===== src/rtl/leb128_u32_stream_decoder_pkg.sv =====
// Shared types and constants for the LEB128 u32 stream decoder.
// Holds the FSM state enum, the byte window size and the continuation bit index.
package leb128_u32_stream_decoder_pkg;

  typedef enum logic [1:0] {
    COLLECT = 2'd0,
    EMIT    = 2'd1,
    DRAIN   = 2'd2
  } state_e;

  localparam int MAX_BYTES = 5;
  localparam int CONT_BIT  = 7;
  localparam int WIN_W     = 8 * MAX_BYTES;

endpackage


===== src/rtl/leb128_u32_stream_decoder_unpack.sv =====
// Combinational LEB128 unpack of a 5-byte window, byte 0 in the MSB slot.
// Value is the low N bits of the payload sum; len is terminator index + 1 (5 if none).
module unpack_unsigned
  import leb128_u32_stream_decoder_pkg::*;
#(
  parameter int N = 32
) (
  input  logic [WIN_W-1:0] win,
  output logic [N-1:0]     value,
  output logic [2:0]       len
);

  logic [7*MAX_BYTES-1:0] acc;
  logic                   unused_hi;

  // Gather the 7-bit payloads, byte 0 least significant.
  always_comb begin
    acc = '0;
    for (int i = 0; i < MAX_BYTES; i++) begin
      acc[7*i +: 7] = win[8*(MAX_BYTES-1-i) +: 7];
    end
  end

  assign value     = acc[N-1:0];
  assign unused_hi = ^acc[7*MAX_BYTES-1:N];

  // Length is set by the first byte with a clear continuation flag.
  always_comb begin
    len = 3'(MAX_BYTES);
    for (int i = MAX_BYTES - 1; i >= 0; i--) begin
      if (!win[8*(MAX_BYTES-1-i) + CONT_BIT]) begin
        len = 3'(i + 1);
      end
    end
  end

endmodule


===== src/rtl/leb128_u32_stream_decoder.sv =====
// Streaming LEB128 unsigned 32-bit decoder with valid/ready on both sides.
// Define LEB128_ERR_CHECK_EN to flag overlong and overflowing encodings.
module leb128_u32_stream_decoder
  import leb128_u32_stream_decoder_pkg::*;
#(
  parameter int N = 32
) (
  input  logic         clk,
  input  logic         rst,
  input  logic [7:0]   in_data,
  input  logic         in_valid,
  output logic         in_ready,
  output logic [N-1:0] out_data,
  output logic [2:0]   out_len,
  output logic         out_err,
  output logic         out_valid,
  input  logic         out_ready
);

  state_e           state_q, state_d;
  logic [2:0]       cnt_q, cnt_d;
  logic [WIN_W-1:0] win_q, win_d;
  logic             err_q, err_d;

  logic [N-1:0]     dec_value;
  logic [2:0]       dec_len;
  logic             fire_in;
  logic             last;
  logic             cont;
  logic             emit;

  unpack_unsigned #(.N(N)) u_unpack (
    .win   (win_q),
    .value (dec_value),
    .len   (dec_len)
  );

  assign emit      = (state_q == EMIT);
  assign in_ready  = !emit;
  assign out_valid = emit;
  assign out_data  = emit ? dec_value : '0;
  assign out_len   = emit ? cnt_q : 3'd0;
  assign out_err   = emit & err_q;

  assign fire_in = in_valid && in_ready;
  assign last    = (cnt_q == 3'(MAX_BYTES - 1));
  assign cont    = in_data[CONT_BIT];

  // Next-state: collect bytes, emit on terminator, drain overlong tails.
  always_comb begin
    state_d = state_q;
    cnt_d   = cnt_q;
    win_d   = win_q;
    err_d   = err_q;
    unique case (state_q)
      COLLECT: begin
        if (fire_in) begin
          for (int i = 0; i < MAX_BYTES; i++) begin
            if (cnt_q == 3'(i)) begin
              win_d[8*(MAX_BYTES-1-i) +: 8] = in_data;
            end
          end
          cnt_d = cnt_q + 3'd1;
`ifdef LEB128_ERR_CHECK_EN
          if (last && cont) begin
            state_d = DRAIN;
            win_d   = '0;
          end else if (!cont) begin
            state_d = EMIT;
            err_d   = last && (|in_data[6:4]);
          end
`else
          if (!cont || last) begin
            state_d = EMIT;
          end
`endif
        end
      end
      DRAIN: begin
        if (fire_in && !cont) begin
          state_d = EMIT;
          err_d   = 1'b1;
        end
      end
      EMIT: begin
        if (out_ready) begin
          state_d = COLLECT;
          cnt_d   = '0;
          win_d   = '0;
          err_d   = 1'b0;
        end
      end
      default: begin
        state_d = COLLECT;
        cnt_d   = '0;
        win_d   = '0;
        err_d   = 1'b0;
      end
    endcase
  end

  // State register with synchronous reset.
  always_ff @(posedge clk) begin
    if (rst) begin
      state_q <= COLLECT;
      cnt_q   <= '0;
      win_q   <= '0;
      err_q   <= 1'b0;
    end else begin
      state_q <= state_d;
      cnt_q   <= cnt_d;
      win_q   <= win_d;
      err_q   <= err_d;
    end
  end

`ifndef SYNTHESIS
  a_len_xcheck: assert property (
    @(posedge clk) disable iff (rst)
    (emit && !err_q) |-> (dec_len == cnt_q)
  );
`endif

endmodule


===== config.mk =====
export PLATFORM = sky130hd
export DESIGN_NAME = leb128_u32_stream_decoder
export DESIGN_NICKNAME = d
export VERILOG_FILES = /design/src/rtl/leb128_u32_stream_decoder_pkg.sv /design/src/rtl/leb128_u32_stream_decoder_unpack.sv /design/src/rtl/leb128_u32_stream_decoder.sv
export SDC_FILE = /design/constraint.sdc
export NUM_CORES = 1
export LEC_CHECK = 0
export CAP_MARGIN = 10
export CORE_ASPECT_RATIO = 1.5
export CORE_UTILIZATION = 49
export CTS_CLUSTER_DIAMETER = 100
export DETAILED_ROUTE_END_ITERATION = 7
export PLACE_DENSITY = 0.8
export SYNTH_ARGS = -nofsm -noshare
export SYNTH_HDL_FRONTEND = slang
export SYNTH_SLANG_ARGS = --single-unit

===== constraint.sdc =====
create_clock -name clk -period 1.5 [get_ports clk]
set_input_delay 0.15 -clock clk [delete_from_list [all_inputs] [get_ports clk]]
set_output_delay 0.15 -clock clk [all_outputs]
set_load 0.03 [all_outputs]

==> results of run 1 <==
## power groups by stage
stage | Clock (W) | Sequential, W | Combinational (W)
after floorplan | 0 | 0.00106 | 0.000271
after global placement | 0 | 0.00107 | 0.000389
after detailed placement | 0 | 0.00108 | 0.000398
after CTS | 0.000730 | 0.00106 | 0.000397
after global routing | 0.000772 | 0.00106 | 0.000467
final | 0.000726 | 0.00105 | 0.000431
## synth_stat cells (3+ instances only)
| cell | n | area share [%] |
|---|---|---|
| nand2_1 | 37 | 7.0 |
| dfxtp_1 | 36 | 36 |
| inv_1 | 3 | 0.57 |
| nand3_1 | 62 | 16 |
| buf_2 | 8 | 2.0 |
| clkbuf_1 | 10 | 1.9 |
| a31oi_1 | 31 | 9.8 |
| and2_1 | 36 | 11 |
| ha_1 | 5 | 3.2 |
| nand4bb_1 | 3 | 1.7 |
| a21oi_1 | 3 | 0.76 |
| nor4bb_1 | 3 | 1.5 |
| buf_4 | 7 | 2.7 |
## worst reg2reg max path: stages, from the launching register on
cell and delay [ns]:
dfxtp_2 0.35, inv_1 0.09, ha_1 0.20, nor4bb_4 0.28, buf_4 0.19, nand2_1 0.06, a31oi_1 0.17
## stage by stage
| stage | cells | hold WS (ns) | util, % |
|---|---|---|---|
| floorplan | 260 | 0.310 | - |
| global placement | 342 | 0.473 | 64.9 |
| detailed placement | 342 | 0.485 | 64.9 |
| CTS | 350 | 0.496 | 67.4 |
| global route | 353 | 0.510 | 69.3 |
| finish | 353 | 0.493 | 69.3 |
## area by class of cell
| class | count | share of cell area [%] |
|---|---|---|
| flip-flops and latches | 36 | 27.7 |
| multi-input cells | 193 | 44.9 |
| repair buffers | 68 | 21.1 |
| clock buffers | 6 | 3.15 |
| clock inverters | 2 | 0.382 |
| inverters | 5 | 0.716 |
| well taps | 43 | 2.05 |
## registers in the layout, summed over array words and instances (netlist names)
register  flops
cnt_q         3
state_q       1
win_q        32
## worst max-delay path by stage
stage	slack, ns	endpoint	start
floorplan	0.1	out_data[10]	state_q[0]
global placement	-0.008	win_q[19]	in_valid
detailed placement	-0.06	win_q[20]	in_valid
CTS	0.02	win_q[20]	cnt_q[0]
global route	-0.002	win_q[21]	cnt_q[0]
finish	0.09	win_q[20]	cnt_q[0]
## timing repair
action / in CTS / in global routing
pin swaps: 0 / 1
gates resized for setup: 2 / 8
setup buffers: 0 / 3
endpoints found under the hold margin: 0 / 0
endpoints found under the setup margin: 26 / 27
## cell families after synthesis
group	after synthesis	synth area share, %
AO/OA/AOI/OAI	39	12.6
XOR/XNOR	1	0.442
adder cells (fa/ha/maj)	5	3.16
buffers and inverters	31	7.77
flip-flops	36	36.4
multiplexers	1	0.569
other	1	0.189
AND/OR/NAND/NOR	146	38.9
## metal layers
layer | vias to the layer above | wire length (um) | track usage (%)
met1 | 976 | 2250 | 32.2
met3 | 9 | 261 | 4.76
met4 | 0 | 92 | 9.74
met2 | 58 | 2570 | 40.4
met5 | - | 0 | 0
li1 | 1010 | - | -
==> results.md, run 1 <==
### Timing
• **aggregate negative setup slack** 0 ns
• **Setup-failing EPs final** 0
• **timing-limited maximum frequency** 709 MHz
• **final period demand of the worst path** 1.41 ns
• **pins over their slew limit** 0
• **Fin. Hold Viols** 0
• **setup skew after layout** 0.00589 ns
• **least setup slack across all paths after layout** 0.0897 ns
• **period utilization** 94.0%

### Setup path
• **Max FO, Critical Path** 7
• **type of element capturing the critical path** flop
• **cell-by-cell listing of the critical path** inv_1 -> ha_1 -> nor4bb_4 -> buf_4 -> nand2_1 -> a31oi_1
• **Crit Path Class** flop to flop
• **arrival time of data at the critical path endpoint** 1.63 ns
• **Worst path max stage delay** 0.35 ns
• **endpoint of the worst register-to-register path** win_q[20]
• **Critical Path Slowest Stage Cell** dfxtp_2
• **logic depth of the worst setup path including buffers** 6
• **type of origin of the critical path** flop
• **r2r worst-path depth** 6
• **startpoint of the lowest-slack register-to-register path** cnt_q[0]
• **CP Buf/Inv Count** 2
• **Largest delay share family, worst path** flip-flops
• **setup slack of the worst register-to-register path** 0.09 ns
• **worst path required time** 1.72 ns

### Route
• **First DRT Iteration DRCs** 71
• **via count** 2053
• **Residual DRC** 0
• **Vias/cell** 5.82
• **Initial DRT Pass Iterations** 4
• **overall routed net length** 5180 um
• **Detail Route Antenna Nets** 0
• **post-detailed-route wirelength per cell** 14.7 um

### Synth
• **number of warnings printed during yosys synthesis** 0
• **synthesized net count** 277
• **commonest register cell after synthesis** dfxtp_1
• **number of enable flip-flop cells after synthesis** 0
• **portion of the post-synthesis area used by sequential elements** 36.4%
• **netlist area before placement** 1980 um^2
• **post-synthesis cell count** 260
• **Unique masters post-synth** 25
• **Mapped Avg Cell Area** 7.62 um^2
• **share of flip-flops with an asynchronous set or reset after synthesis** 0%
• **#FFs+latches synth** 36

### Run
• **Max-Cap Viols** 0

### Layout
• **ANT cells** 0
• **relative area change from synthesis to final layout** 32.3%
• **Net count, final** 326
• **Final Instance Area** 2620 um^2
• **count of fill cells added during filler insertion** 319
• **most used cells in the layout excluding fill and tap cells** nand3_1, buf_4, nand2_1, dfxtp_1, a31oi_1
• **commonest non-fill, non-tap cell in the layout** nand3_1
• **area used by sequential logic in the layout** 727 um^2
• **area occupied by multi-input gates** 1180 um^2
• **fraction of final layout cells with drive strength greater than 1** 30.0%

### GRT
• **maximum number of pins on one net before global-route repair** 43
• **global-route wire length before repair** 8000 um
• **total track usage** 25.2%
• **vias in the first global route** 1697
• **antenna violations before repair** 0
• **total global routing overflow** 0

### Clock network
• **clock insertion delay at the later pin of the skew report** 0.29 ns
• **buffer type at the clock tree root** clkbuf_8
• **number of hold-repair buffers added at the cts stage** 0
• **buffers from clock root to sink, at most** 2
• **CTS H-tree lvls** 2
• **CTS tree** built
• **clock sink total** 36
• **number of buffers created by CTS** 5
• **clock-pin slew on the worst setup and hold paths** 0.07 ns

### Pwr
• **VDD IR max** 667 uV
• **standby leakage power** 1.01 nW
• **total internal power** 0.00156 W
• **pwr/cell area** 843 nW/um^2
• **portion of total power attributed to the clock network** 32.8%
• **sequential cell fraction of total power** 47.6%
• **net switching component of the power** 0.000647 W
• **switching fraction of total power** 29.3%
• **Final Total Pwr** 0.00221 W
• **proportion of power drawn by combinational gates** 19.5%

### Die
• **I/O pins** 50
• **die outline height** 79.9 um
• **die area** 4310 um^2
• **num rows** 27
• **initial standard-cell utilization of the core** 52.3%
• **Horiz. Die Dim** 53.9 um
• **floorplan core area** 3780 um^2

### Place
• **dpl cell area** 2460 um^2
• **RePlAce Congestion** 0.787
• **setup slack at placement** -0.0586 ns
• **detailed placer's ending HPWL** 3370 um
• **number of buffers inserted by port buffering** 48

### Status
• **run status** completed

### Hold path
• **type of the tightest min-delay check** flop to flop
• **worst hold start** win_q[10]
• **number of stages on the worst hold path** 2
• **destination of the worst hold path** win_q[10]

(Power assumes the default switching activity.)
==> inputs of run 2 (changes only) <==
--- a/config.mk
+++ b/config.mk
@@ -11,6 +11,7 @@
 export CTS_CLUSTER_DIAMETER = 100
 export DETAILED_ROUTE_END_ITERATION = 7
 export PLACE_DENSITY = 0.8
+export SETUP_SLACK_MARGIN = 0.2
 export SYNTH_ARGS = -nofsm -noshare
 export SYNTH_HDL_FRONTEND = slang
 export SYNTH_SLANG_ARGS = --single-unit
==> run 2 against run 1 <==
Critical path depth is 1 lower. Clock-buffer cell count is the same. Core utilization increased by 4.2 points. Flip-flop and latch count stayed put. Final cell count is 0.28% lower. Combinational power rose by 11%. Sequential share of layout area shrank 1.3 points. Sequential power hardly changed. Die area is the same. Via count rose by 4.7%. First-iteration DRC count is 68% higher. Global-route usage is 1.8 points higher. Largest cell class unchanged. Largest power group unchanged.
==> results.md, run 2 (same netlist as run 1, synthesis figures left out) <==
### Setup path
• **Max FO, Critical Path** 5, was 7
• **CP Buf/Inv Count** 1, was 2
• **worst path required time** 1.70 ns, was 1.72 ns
• **Worst path max stage delay** 0.38 ns, was 0.35 ns
• **Largest delay share family, worst path** simple AND/OR/NAND/NOR gates, was flip-flops
• **crit path from** cnt_q[0], unchanged
• **startpoint of the lowest-slack register-to-register path** cnt_q[0], unchanged
• **arrival time of data at the critical path endpoint** 1.55 ns, was 1.63 ns
• **Crit Path Class** flop to flop, unchanged
• **cell-by-cell listing of the critical path** inv_4 -> ha_4 -> and4b_1 -> nand2_1 -> a31oi_1, was inv_1 -> ha_1 -> nor4bb_4 -> buf_4 -> nand2_1 -> a31oi_1
• **Critical Path Slowest Stage Cell** dfxtp_4, was dfxtp_2
• **type of element capturing the critical path** flop, unchanged
• **type of origin of the critical path** flop, unchanged

### Timing
• **Setup-failing EPs final** 0, unchanged
• **Fin. Hold Viols** 0, unchanged
• **pins over their slew limit** 0, unchanged
• **unrepaired setup endpoints after global routing** true
• **timing-limited maximum frequency** 742 MHz, was 709 MHz
• **period utilization** 89.8%, was 94.0%
• **setup skew after layout** 0.00625 ns, was 0.00589 ns
• **aggregate negative setup slack** 0 ns, unchanged
• **final period demand of the worst path** 1.35 ns, was 1.41 ns
• **least setup slack across all paths after layout** 0.153 ns, was 0.0897 ns

### Clock network
• **buffer type at the clock tree root** clkbuf_8, unchanged
• **buffers from clock root to sink, at most** 2, unchanged
• **CTS tree** built, unchanged
• **CTS H-tree lvls** 2, unchanged
• **clock insertion delay at the later pin of the skew report** 0.29 ns, about the same
• **number of buffers created by CTS** 5, unchanged
• **clock sink total** 36, unchanged
• **clock-pin slew on the worst setup and hold paths** 0.07 ns, about the same

### Route
• **via count** 2150, was 2053
• **overall routed net length** 5770 um, was 5180 um
• **Detail Route Antenna Nets** 0, unchanged
• **post-detailed-route wirelength per cell** 16.4 um, was 14.7 um
• **met1 layer wirelength in the final routing** 2250 um, about the same
• **top layer in use** met4, unchanged
• **Initial DRT Pass Iterations** 4, unchanged
• **Detail Route met2 WL** 2920 um, was 2570 um
• **Residual DRC** 0, unchanged
• **First DRT Iteration DRCs** 119, was 71
• **Vias/cell** 6.11, was 5.82
• **DR WL met3** 396 um, was 261 um

### Layout
• **Final Instance Area** 2780 um^2, was 2620 um^2
• **ANT cells** 0, unchanged
• **relative area change from synthesis to final layout** 40.4%, was 32.3%
• **number of flip-flops under the largest register name** 32, unchanged
• **top flop regs** win_q x32, cnt_q x3, state_q x1, unchanged
• **most used cells in the layout excluding fill and tap cells** nand3_1, buf_4, dfxtp_1, nand2_1, a31oi_1, was nand3_1, buf_4, nand2_1, dfxtp_1, a31oi_1
• **commonest non-fill, non-tap cell in the layout** nand3_1, unchanged
• **fraction of final layout cells with drive strength greater than 1** 37.2%, was 30.0%
• **Net count, final** 325, was 326
• **register with the most flip-flops** win_q, unchanged

### GRT
• **maximum number of pins on one net before global-route repair** 43, unchanged
• **antenna violations before repair** 0, unchanged
• **total global routing overflow** 0, unchanged
• **global-route wire length before repair** 8630 um, was 8000 um
• **vias in the first global route** 1853, was 1697
• **total track usage** 27.0%, was 25.2%

### Place
• **detailed placer's ending HPWL** 3440 um, was 3370 um
• **dpl cell area** 2460 um^2, about the same
• **setup slack at placement** -0.122 ns, was -0.0586 ns
• **number of buffers inserted by port buffering** 48, unchanged
• **RePlAce Congestion** 0.766, was 0.787

### Status
• **run status** completed, unchanged

### Die
• **floorplan core area** 3780 um^2, unchanged
• **initial standard-cell utilization of the core** 52.3%, unchanged
• **Horiz. Die Dim** 53.9 um, unchanged
• **num rows** 27, unchanged
• **I/O pins** 50, unchanged
• **die area** 4310 um^2, unchanged
• **die outline height** 79.9 um, unchanged

### Hold path
• **type of the tightest min-delay check** flop to flop, unchanged
• **worst hold start** win_q[10], unchanged

### Pwr
• **standby leakage power** 1.06 nW, was 1.01 nW
• **VDD IR max** 959 uV, was 667 uV
• **pwr/cell area** 861 nW/um^2, was 843 nW/um^2
• **Final Total Pwr** 0.00239 W, was 0.00221 W

### Run
• **Max-Cap Viols** 0, unchanged

## run 2: cell type report
type | count | area [um^2]
fill | 279 | 1000
tap | 43 | 53.8
multi-input combinational | 193 | 1260
timing repair buffer | 67 | 597
clock inverter | 2 | 35.0
sequential | 36 | 736
inverter | 5 | 23.8
clock buffer | 6 | 72.6
## run 2: timing repair
| item | CTS | global route |
|---|---|---|
| gates resized for setup | 22 | 27 |
| cloned | 0 | 0 |
| pin swaps | 6 | 23 |
| hold buffers | 0 | 0 |
| endpoints found under the setup margin | 68 | 70 |
| buffers inserted | 2 | 2 |
## run 2: worst paths after layout
| check | endpoint | slack, ns | cells after the start |
|---|---|---|---|
| setup / recovery | win_q[1] | 0.15 | 5 |
| hold / removal | win_q[10] | 0.50 | 2 |
| setup reg to reg | win_q[1] | 0.15 | 5 |
| hold reg to reg | win_q[10] | 0.50 | 2 |
## run 2: report_power, final
part	total, W	switching (W)	leakage [nW]	internal, W
clock network	0.000851	0.000357	0.0552	0.000493
logic	0.000477	0.000260	0.707	0.000217
registers	0.00107	0.0000576	0.295	0.00101
## run 2: tightest hold or removal path: stages (launching register included)
cell     delay, ns
dfxtp_1       0.31
nand3_1       0.07
a31oi_1       0.07
## run 2: through the flow
stage               std cells  utilization (%)  hold WS [ns]
detailed placement        340             65.1         0.487
CTS                       350             70.3         0.498
global placement          340             65.1         0.476
floorplan                 260                -         0.310
finish                    352             73.5         0.502
global route              352             73.5         0.533
## run 2: per-layer routing
metal	vias up	global-route usage, %
li1	1008	-
met1	1006	34.0
met2	117	43.8
met3	19	4.38
met4	0	11.1
met5	-	0
==> inputs of run 3 (changes only) <==
--- a/config.mk
+++ b/config.mk
@@ -6,11 +6,13 @@
 export NUM_CORES = 1
 export LEC_CHECK = 0
 export CAP_MARGIN = 10
+export CELL_PAD_IN_SITES_DETAIL_PLACEMENT = 1
+export CELL_PAD_IN_SITES_GLOBAL_PLACEMENT = 2
 export CORE_ASPECT_RATIO = 1.5
-export CORE_UTILIZATION = 49
+export CORE_UTILIZATION = 27
 export CTS_CLUSTER_DIAMETER = 100
 export DETAILED_ROUTE_END_ITERATION = 7
-export PLACE_DENSITY = 0.8
+export PLACE_DENSITY_LB_ADDON = 0.1
 export SETUP_SLACK_MARGIN = 0.2
 export SYNTH_ARGS = -nofsm -noshare
 export SYNTH_HDL_FRONTEND = slang
==> run 3 against run 2 <==
Via count fell by 3.7%. Flip-flop and latch count did not move. Clock power decreased by 14%. Core utilization shrank 33 points. Critical path depth shrank 2. Maximum frequency increased by 2.2%. Sequential share of layout area fell by 0.54 points. Wire length increased by 16%.
==> results.md, run 3 (same netlist as run 1, synthesis figures left out) <==
### Status
• **run status** completed, unchanged

### Layout
• **count of fill cells added during filler insertion** 851, was 279
• **Core Util, Final** 40.6%, was 73.5%
• **most used cells in the layout excluding fill and tap cells** nand3_1, buf_4, nand2_1, dfxtp_1, a31oi_1, was nand3_1, buf_4, dfxtp_1, nand2_1, a31oi_1
• **commonest non-fill, non-tap cell in the layout** nand3_1, unchanged
• **relative area change from synthesis to final layout** 43.3%, was 40.4%
• **area occupied by multi-input gates** 1250 um^2, was 1260 um^2
• **area used by sequential logic in the layout** 736 um^2, unchanged
• **Final Instance Area** 2840 um^2, was 2780 um^2
• **Layout Cells excl Fill** 408, was 352
• **register with the most flip-flops** win_q, unchanged
• **Net count, final** 327, was 325
• **top flop regs** win_q x32, cnt_q x3, state_q x1, unchanged
• **number of flip-flops under the largest register name** 32, unchanged
• **fraction of final layout cells with drive strength greater than 1** 36.3%, was 37.2%
• **ANT cells** 0, unchanged

### Route
• **First DRT Iteration DRCs** 111, was 119
• **Detail Route Antenna Nets** 0, unchanged
• **overall routed net length** 6710 um, was 5770 um
• **via count** 2071, was 2150
• **Initial DRT Pass Iterations** 4, unchanged
• **Residual DRC** 0, unchanged
• **post-detailed-route wirelength per cell** 16.4 um, about the same
• **Vias/cell** 5.08, was 6.11

### Run
• **Max-Cap Viols** 0, unchanged

### GRT
• **total global routing overflow** 0, unchanged
• **global-route wire length before repair** 11000 um, was 8630 um
• **antenna violations before repair** 0, unchanged
• **total track usage** 18.6%, was 27.0%
• **maximum number of pins on one net before global-route repair** 37, was 43
• **vias in the first global route** 2097, was 1853

### Setup path
• **Worst path max stage delay** 0.38 ns, about the same
• **CP Buf/Inv Count** 2, was 1
• **worst path required time** 1.35 ns, was 1.70 ns
• **Critical Path Slowest Stage Cell** dfxtp_4, unchanged
• **Max FO, Critical Path** 14, was 5
• **Largest delay share family, worst path** flip-flops, was simple AND/OR/NAND/NOR gates
• **type of origin of the critical path** flop, unchanged
• **Crit Path Class** flop to output pin, was flop to flop
• **arrival time of data at the critical path endpoint** 1.17 ns, was 1.55 ns
• **cell-by-cell listing of the critical path** buf_8 -> and2_2 -> buf_4, was inv_4 -> ha_4 -> and4b_1 -> nand2_1 -> a31oi_1
• **setup slack of the worst register-to-register path** 0.19 ns, was 0.15 ns
• **type of element capturing the critical path** output pin, was flop

### Die
• **Horiz. Die Dim** 71.9 um, was 53.9 um
• **floorplan core area** 6990 um^2, was 3780 um^2
• **die outline height** 107 um, was 79.9 um
• **die area** 7690 um^2, was 4310 um^2
• **initial standard-cell utilization of the core** 28.3%, was 52.3%
• **num rows** 37, was 27
• **I/O pins** 50, unchanged

### Pwr
• **net switching component of the power** 0.000681 W, was 0.000675 W
• **sequential cell fraction of total power** 46.6%, was 44.5%
• **switching fraction of total power** 29.9%, was 28.2%
• **portion of total power attributed to the clock network** 32.2%, was 35.5%
• **standby leakage power** 1.06 nW, about the same
• **proportion of power drawn by combinational gates** 21.2%, was 19.9%
• **Final Total Pwr** 0.00228 W, was 0.00239 W
• **pwr/cell area** 804 nW/um^2, was 861 nW/um^2
• **total internal power** 0.00160 W, was 0.00172 W
• **VDD IR max** 406 uV, was 959 uV

### Timing
• **unrepaired setup endpoints after global routing** true, unchanged
• **Fin. Hold Viols** 0, unchanged
• **timing-limited maximum frequency** 759 MHz, was 742 MHz
• **pins over their slew limit** 0, unchanged
• **Setup-failing EPs final** 0, unchanged
• **period utilization** 87.9%, was 89.8%
• **setup skew after layout** 0.00407 ns, was 0.00625 ns
• **final period demand of the worst path** 1.32 ns, was 1.35 ns
• **minimum hold slack** 0.495 ns, was 0.502 ns

### Clock network
• **clock-pin slew on the worst setup and hold paths** 0.07 ns, about the same
• **CTS H-tree lvls** 2, unchanged
• **buffers from clock root to sink, at most** 2, unchanged
• **buffer type at the clock tree root** clkbuf_8, unchanged
• **CTS tree** built, unchanged
• **clock sink total** 36, unchanged
• **number of buffers created by CTS** 5, unchanged
• **clock insertion delay at the later pin of the skew report** 0.29 ns, about the same
• **number of hold-repair buffers added at the cts stage** 0, unchanged

### Hold path
• **type of the tightest min-delay check** flop to flop, unchanged

### Place
• **Cell Count Post-Placement** 395, was 340
• **dpl cell area** 2550 um^2, was 2460 um^2
• **number of buffers inserted by port buffering** 48, unchanged
• **RePlAce Congestion** 0.663, was 0.766
• **detailed placer's ending HPWL** 4360 um, was 3440 um

==> run 3: what timing repair did <==
item                                    in CTS  in global routing
pin swaps                                   16                  6
gates cloned                                 0                  0
endpoints found under the setup margin      69                 66
buffers inserted                             3                  2
resized for setup                           25                 23
==> run 3: worst reg2reg max path: cells and delay by family, from the launching register on <==
kind	cells	cell delay [ns]
DFF	1	0.38
and+or+nand+nor	2	0.38
buffers and inverters	2	0.35
AOI/OAI and AO/OA	1	0.13
==> run 3: stage by stage <==
stage / setup WS (ns) / TNS (ns)
floorplan: 0.207 / 0
global placement: -0.171 / -2.61
detailed placement: -0.169 / -2.75
CTS: 0.160 / 0
global route: 0.0809 / 0
finish: 0.182 / 0
==> run 3: worst paths after layout <==
check                  start    endpoint  cells after the start
setup reg to reg  state_q[0]   win_q[25]                      5
hold / removal      win_q[9]    win_q[9]                      2
setup / recovery  state_q[0]  out_len[0]                      3
hold reg to reg     win_q[9]    win_q[9]                      2
==> run 3: cell type report <==
cell class / count / share of cell area (%)
timing repair buffer: 69 / 22.0
clock buffer: 8 / 3.17
inverter: 5 / 0.750
multi-input combinational: 193 / 43.9
sequential: 36 / 25.9
tap: 97 / 4.28
==> run 3: metal layers <==
metal,GRT usage (%),wire length (um),vias up
met2,30.3,3220,47
met1,23.9,3120,1002
met5,0,0,-
li1,-,-,1009
met3,3.57,197,13
met4,7.42,176,0
==> run 3: power groups by stage <==
stage          Clock [W]  Sequential, W  Combinational (W)
2_1_floorplan          0        0.00106           0.000275
3_3_place_gp           0        0.00108           0.000423
3_5_place_dp           0        0.00108           0.000425
4_1_cts         0.000763        0.00106           0.000457
5_1_grt         0.000808        0.00107           0.000531
6_report        0.000735        0.00106           0.000483
